==> src/rtl/loader_defs_pkg.sv <==
// Shared definitions for the instruction-memory program loader: FSM encoding,
// byte-group sizes and datapath widths.
package loader_defs;

    localparam int unsigned HDR_BYTES  = 4;
    localparam int unsigned WORD_BYTES = 4;
    localparam int unsigned BYTE_W     = 8;
    localparam int unsigned DATA_W     = WORD_BYTES * BYTE_W;
    localparam int unsigned BCNT_W     = $clog2(WORD_BYTES);

    typedef enum logic [2:0] {
        ST_HDR  = 3'd0,
        ST_DATA = 3'd1,
        ST_SUM  = 3'd2,
        ST_DONE = 3'd3,
        ST_ERR  = 3'd4
    } state_e;

    // States in which the loader consumes stream bytes
    function automatic logic is_loading(input state_e s);
        return (s == ST_HDR) || (s == ST_DATA) || (s == ST_SUM);
    endfunction

endpackage

==> src/rtl/byte_assembler.sv <==
// Little-endian byte-to-word assembler: shifts bytes in and pulses word_valid_c
// together with the completed word on the last byte of each group.
module byte_assembler
    import loader_defs::*;
(
    input  logic              clk,
    input  logic              rst_n,
    input  logic              clr_i,
    input  logic              byte_en_i,
    input  logic [BYTE_W-1:0] byte_i,
    output logic              word_valid_c,
    output logic [DATA_W-1:0] word_c
);

    localparam int unsigned SH_W = (WORD_BYTES - 1) * BYTE_W;

    logic [BCNT_W-1:0] cnt_q, cnt_d;
    logic [SH_W-1:0]   sh_q,  sh_d;
    logic              last_c;

    assign last_c       = (cnt_q == BCNT_W'(WORD_BYTES - 1));
    assign word_valid_c = byte_en_i && !clr_i && last_c;
    // Oldest byte has drifted down to bits [7:0]; the live byte lands on top
    assign word_c       = {byte_i, sh_q};

    always_comb begin
        cnt_d = cnt_q;
        sh_d  = sh_q;
        if (clr_i) begin
            cnt_d = '0;
        end else if (byte_en_i) begin
            cnt_d = cnt_q + BCNT_W'(1);
            sh_d  = {byte_i, sh_q[SH_W-1:BYTE_W]};
        end
    end

    always_ff @(posedge clk or negedge rst_n) begin
        if (!rst_n) begin
            cnt_q <= '0;
            sh_q  <= '0;
        end else begin
            cnt_q <= cnt_d;
            sh_q  <= sh_d;
        end
    end

endmodule

==> src/rtl/program_loader.sv <==
// Boot-time instruction-memory loader: parses a word-count header, writes the
// payload words and holds the core in reset until the load completes.
// Optional trailing checksum word is enabled with `define LOADER_CHECKSUM_EN.
module program_loader
    import loader_defs::*;
#(
    parameter int unsigned BASE_ADDR = 0,
    parameter int unsigned MAX_WORDS = 4096,
    parameter int unsigned ADDR_W    = 32
) (
    input  logic              clk,
    input  logic              rst_n,
    input  logic              in_valid,
    input  logic [7:0]        in_data,
    output logic              in_ready,
    input  logic              reload,
    output logic              imem_we,
    output logic [ADDR_W-1:0] imem_addr,
    output logic [31:0]       imem_wdata,
    output logic              core_rst,
    output logic              done,
    output logic              err,
    output logic [31:0]       words_loaded
);

`ifdef LOADER_CHECKSUM_EN
    localparam state_e ST_AFTER_DATA = ST_SUM;
`else
    localparam state_e ST_AFTER_DATA = ST_DONE;
`endif

    state_e state_q, state_d;

    logic              accept_c;
    logic              word_valid_c;
    logic [DATA_W-1:0] word_c;
    logic              last_word_c;

    logic [DATA_W-1:0] n_q,     n_d;
    logic [DATA_W-1:0] addr_q,  addr_d;
    logic [DATA_W-1:0] words_q, words_d;
`ifdef LOADER_CHECKSUM_EN
    logic [DATA_W-1:0] sum_q,   sum_d;
`endif

    logic              in_ready_q,   in_ready_d;
    logic              imem_we_q,    imem_we_d;
    logic [ADDR_W-1:0] imem_addr_q,  imem_addr_d;
    logic [DATA_W-1:0] imem_wdata_q, imem_wdata_d;
    logic              core_rst_q,   core_rst_d;
    logic              done_q,       done_d;
    logic              err_q,        err_d;

    // A reload cycle never consumes a byte, even if the source is presenting one
    assign in_ready    = in_ready_q && !reload;
    assign accept_c    = in_valid && in_ready;
    assign last_word_c = ((words_q + DATA_W'(1)) == n_q);

    byte_assembler u_asm (
        .clk          (clk),
        .rst_n        (rst_n),
        .clr_i        (reload),
        .byte_en_i    (accept_c),
        .byte_i       (in_data),
        .word_valid_c (word_valid_c),
        .word_c       (word_c)
    );

    // State register
    always_ff @(posedge clk or negedge rst_n) begin
        if (!rst_n) state_q <= ST_HDR;
        else        state_q <= state_d;
    end

    // Next-state logic
    always_comb begin
        state_d = state_q;
        if (reload) begin
            state_d = ST_HDR;
        end else begin
            case (state_q)
                ST_HDR: begin
                    if (word_valid_c) begin
                        if (word_c == '0)                          state_d = ST_AFTER_DATA;
                        else if (word_c > DATA_W'(MAX_WORDS))      state_d = ST_ERR;
                        else                                       state_d = ST_DATA;
                    end
                end
                ST_DATA: begin
                    if (word_valid_c && last_word_c) state_d = ST_AFTER_DATA;
                end
`ifdef LOADER_CHECKSUM_EN
                ST_SUM: begin
                    if (word_valid_c) state_d = (word_c == sum_q) ? ST_DONE : ST_ERR;
                end
`endif
                default: state_d = state_q;
            endcase
        end
    end

    // Datapath and output next values
    always_comb begin
        n_d          = n_q;
        addr_d       = addr_q;
        words_d      = words_q;
`ifdef LOADER_CHECKSUM_EN
        sum_d        = sum_q;
`endif
        imem_we_d    = 1'b0;
        imem_addr_d  = imem_addr_q;
        imem_wdata_d = imem_wdata_q;
        in_ready_d   = is_loading(state_d);
        done_d       = (state_d == ST_DONE);
        err_d        = (state_d == ST_ERR);
        // Core leaves reset only one cycle after DONE is entered
        core_rst_d   = reload || (state_q != ST_DONE);

        if (reload) begin
            addr_d  = DATA_W'(BASE_ADDR);
            words_d = '0;
`ifdef LOADER_CHECKSUM_EN
            sum_d   = '0;
`endif
        end else if (word_valid_c) begin
            case (state_q)
                ST_HDR: begin
                    n_d     = word_c;
                    addr_d  = DATA_W'(BASE_ADDR);
                    words_d = '0;
`ifdef LOADER_CHECKSUM_EN
                    sum_d   = '0;
`endif
                end
                ST_DATA: begin
                    imem_we_d    = 1'b1;
                    imem_addr_d  = ADDR_W'(addr_q);
                    imem_wdata_d = word_c;
                    addr_d       = addr_q + DATA_W'(WORD_BYTES);
                    words_d      = words_q + DATA_W'(1);
`ifdef LOADER_CHECKSUM_EN
                    sum_d        = sum_q + word_c;
`endif
                end
                default: ;
            endcase
        end
    end

    always_ff @(posedge clk or negedge rst_n) begin
        if (!rst_n) begin
            n_q          <= '0;
            addr_q       <= DATA_W'(BASE_ADDR);
            words_q      <= '0;
`ifdef LOADER_CHECKSUM_EN
            sum_q        <= '0;
`endif
            in_ready_q   <= 1'b0;
            imem_we_q    <= 1'b0;
            imem_addr_q  <= ADDR_W'(BASE_ADDR);
            imem_wdata_q <= '0;
            core_rst_q   <= 1'b1;
            done_q       <= 1'b0;
            err_q        <= 1'b0;
        end else begin
            n_q          <= n_d;
            addr_q       <= addr_d;
            words_q      <= words_d;
`ifdef LOADER_CHECKSUM_EN
            sum_q        <= sum_d;
`endif
            in_ready_q   <= in_ready_d;
            imem_we_q    <= imem_we_d;
            imem_addr_q  <= imem_addr_d;
            imem_wdata_q <= imem_wdata_d;
            core_rst_q   <= core_rst_d;
            done_q       <= done_d;
            err_q        <= err_d;
        end
    end

    assign imem_we      = imem_we_q;
    assign imem_addr    = imem_addr_q;
    assign imem_wdata   = imem_wdata_q;
    assign core_rst     = core_rst_q;
    assign done         = done_q;
    assign err          = err_q;
    assign words_loaded = words_q;

endmodule

==> config.mk <==
export PLATFORM = sky130hd
export DESIGN_NAME = program_loader
export DESIGN_NICKNAME = d
export VERILOG_FILES = /design/src/rtl/loader_defs_pkg.sv /design/src/rtl/byte_assembler.sv /design/src/rtl/program_loader.sv
export SDC_FILE = /design/constraint.sdc
export NUM_CORES = 1
export LEC_CHECK = 0
export CORE_MARGIN = 2
export CORE_UTILIZATION = 45
export CTS_CLUSTER_SIZE = 25
export DETAILED_ROUTE_END_ITERATION = 7
export PLACE_DENSITY = 0.8
export SYNTH_ARGS = -nofsm -noshare
export SYNTH_HDL_FRONTEND = slang
export SYNTH_SLANG_ARGS = --single-unit
==> constraint.sdc <==
create_clock -name clk -period 2.5 [get_ports clk]
set_clock_uncertainty 0.15 [all_clocks]
set_input_delay 0.25 -clock clk [delete_from_list [all_inputs] [get_ports clk]]
set_output_delay 0.25 -clock clk [all_outputs]
set_load 0.005 [all_outputs]
==> reports/results.ini <==
[detailed_routing]
via_per_inst=5.630
dr.pass1.iters=6
dr.first_iter.drc_count=821
wl_per_cell_um=17.27
drc=0
ant_nets=0
num_vias=8349
wirelength_um=25610

[synthesis]
yosysWarnings=0
synth_ff_type=dfrtp_1
syn_area_per_cell_um2=9.042
synth_commonest_cells=329 x nand2_1, 189 x dfrtp_1, 69 x o21ai_0, 43 x nor2_1, 41 x clkbuf_1
synth_area_um2=9105
ys_types=63
synth.ff_latch_count=190
yosysSeqAreaShare_pct=52.23
synth.area.top_cells=dfrtp_1 52%, nand2_1 14%, o21ai_0 3.8%, mux2_2 3.2%, xnor2_1 3.0%
synth_top_area_share_pct=51.94
synth_cells=1007
synthArstFlopShare_pct=100.0
yosysMostFrequentCell=nand2_1
synth_edf_count=0
synth_top_area_cell=dfrtp_1

[setup_path]
arrival_ns=2.70
cp-start-kind=flip-flop
critPathCaptureType=flip-flop
worstSetupPathType=reg -> reg
rr_worst_depth=8
ff2ff_setup_slack_ns=-0.03
critPathRequiredTime_ns=2.68
crit_fanout=4

[pwr]
p_switching_mw=2.033
p_int_mw=5.096
pwr-share-comb_pct=11.2
seqPwrFrac_pct=50.0
power_frac_clock_pct=38.8
ir_drop_mv=0.5258
p_per_area_nw_per_um2=588.4
swShare_pct=28.52
p_total_mw=7.129
p_leak_nw=5.687

[global_routing]
grt_antenna_before_repair=0
grt-ovfl-total=0
first_global_vias=7948
grt_start_max_net_pins=65
grtUsageTotal_pct=24.17
grt_pass1_wl_um=41600

[placed_design]
post-place-ws_ns=-0.2046
portBuffers=110
dp_hpwl_um=18220
dp.cells=1440
gp_congestion=0.9606
place_area_um2=11300

[cts]
clockRootBuffer=clkbuf_16
insertion_delay_ns=0.44
clock_sinks=190
ctsHtreeMaxLevel=4
ctsLongestPathBuffers=2
cts.clk_slew.worst_paths_ns=0.07
numCtsBuffers=17
cts_tree=done

[cells_and_area]
fin_util_pct=60.46
antennaDiodeCount=0
drive_above_1_share_pct=18.47
fillCellCount=1650
final_cells=1483
area_delta_synth_final_pct=33.08
final_cell_area_um2=12120
nets=1215

[status]
failed_checks=setup timing
status=complete, but fails checks

[die]
rows=52
dieHeight_um=146.2
core_region_area_um2=20040
start_util_pct=45.44
die_area_um2=21390
io_pins=113
die_w_um=146.2

[timing]
fin_tns_setup_ns=-0.02762
holdWs_ns=0.1797
finalHoldViolations=0
finalCritPeriodShare_pct=101.1
min_period_ns=2.528
maxClockFrequency_mhz=395.6
setup_ws_ns=-0.02762
setup_viol=1
worstMarginPinSlew_ns=0.6402
slew_viol_final=0
slew_headroom_pct=56.93
rsz0062_at_grt=yes

[hold_path]
hold_path.class=in -> async

[job]
drv_cap=0

placed cells by master (no fill, tap or decap), drive strengths merged, types with 7 or more instances in the layout:
master	synthesis	layout
clkdlybuf4s50	0	109
nand4	25	25
nand2	329	329
nand3	32	32
buf	15	120
xor2	31	31
and4	7	7
mux2	26	26
a21oi	22	22
dfrtp	189	189
a31oi	19	19
inv	13	22
nor2	44	44
nor4	16	16
o21ai	70	70
xnor2	31	31
nor3	17	17
clkbuf	43	18
and3	12	12
o31ai	8	8
final timing paths:
| kind | start | endpoint |
|---|---|---|
| max | words_loaded[1] | in_ready_q |
| max in group asynchronous | rst_n | addr_q[7] |
| max reg2reg | words_loaded[1] | in_ready_q |
| min | rst_n | imem_addr[26] |
| min reg2reg | imem_addr[29] | imem_addr[29] |
| min in group clk | in_data[7] | imem_wdata[31] |
power groups by stage:
stage | sequential, mW | combinational, mW | clock (mW)
after floorplan | 3.47 | 0.500 | 0
after global placement | 3.60 | 0.704 | 0
after detailed placement | 3.61 | 0.730 | 0
after CTS | 3.55 | 0.767 | 2.79
after global routing | 3.58 | 0.880 | 2.91
final | 3.57 | 0.796 | 2.77
critical path, cell delays in order, from the launching register on:
cell,delay (ns)
dfrtp_2,0.46
ha_4,0.19
nand4_1,0.11
nor3_1,0.09
or3b_2,0.45
a211oi_1,0.29
and4b_1,0.29
o2111ai_2,0.16
o211a_1,0.24
timing repair:
action	CTS	global route
setup endpoints to repair	5	70
hold endpoints to repair	53	0
resized for setup	9	21
hold buffers	1	0
pin swaps	3	6
setup buffers	5	5
sequential cells by signal, summed over array words and instances, names as in the netlist, 2 cells and up:
signal and cells:
imem_wdata 32, n_q 32, words_loaded 32, addr_q 30
imem_addr 30, u_asm.sh_q 24, state_q 3, u_asm.cnt_q 2
cells by family after synthesis:
logic type | after synthesis | share of synthesized area, %
mux | 26 | 3.216
xor+xnor | 62 | 5.964
fa+ha+maj | 3 | 0.4123
flops | 190 | 52.23
compound gates | 147 | 9.839
buf+inv | 71 | 3.284
simple gates | 507 | 25.01
other cells | 1 | 0.04119
routing by layer:
layer  GRT usage [%]  vias up  share of wire [%]  routed length, um
li1                -     3829                  -                  -
met2           37.92      388                 47              12070
met3           4.313       74                7.5               1931
met5               0        -                  0                  0
met4           9.175        0                3.0                758
met1           33.77     4058                 42              10850
final cells by class:
cell class / instances / area (um2) / share of cell area [%]
sequential: 190 / 4766 / 39.33
multi-input combinational: 747 / 4245 / 35.04
timing repair buffer: 231 / 2123 / 17.52
clock buffer: 17 / 425.4 / 3.511
tap: 270 / 337.8 / 2.788
clock inverter: 15 / 170.2 / 1.404
inverter: 13 / 48.80 / 0.4027
Note: power is estimated with default switching activity, not from simulation.
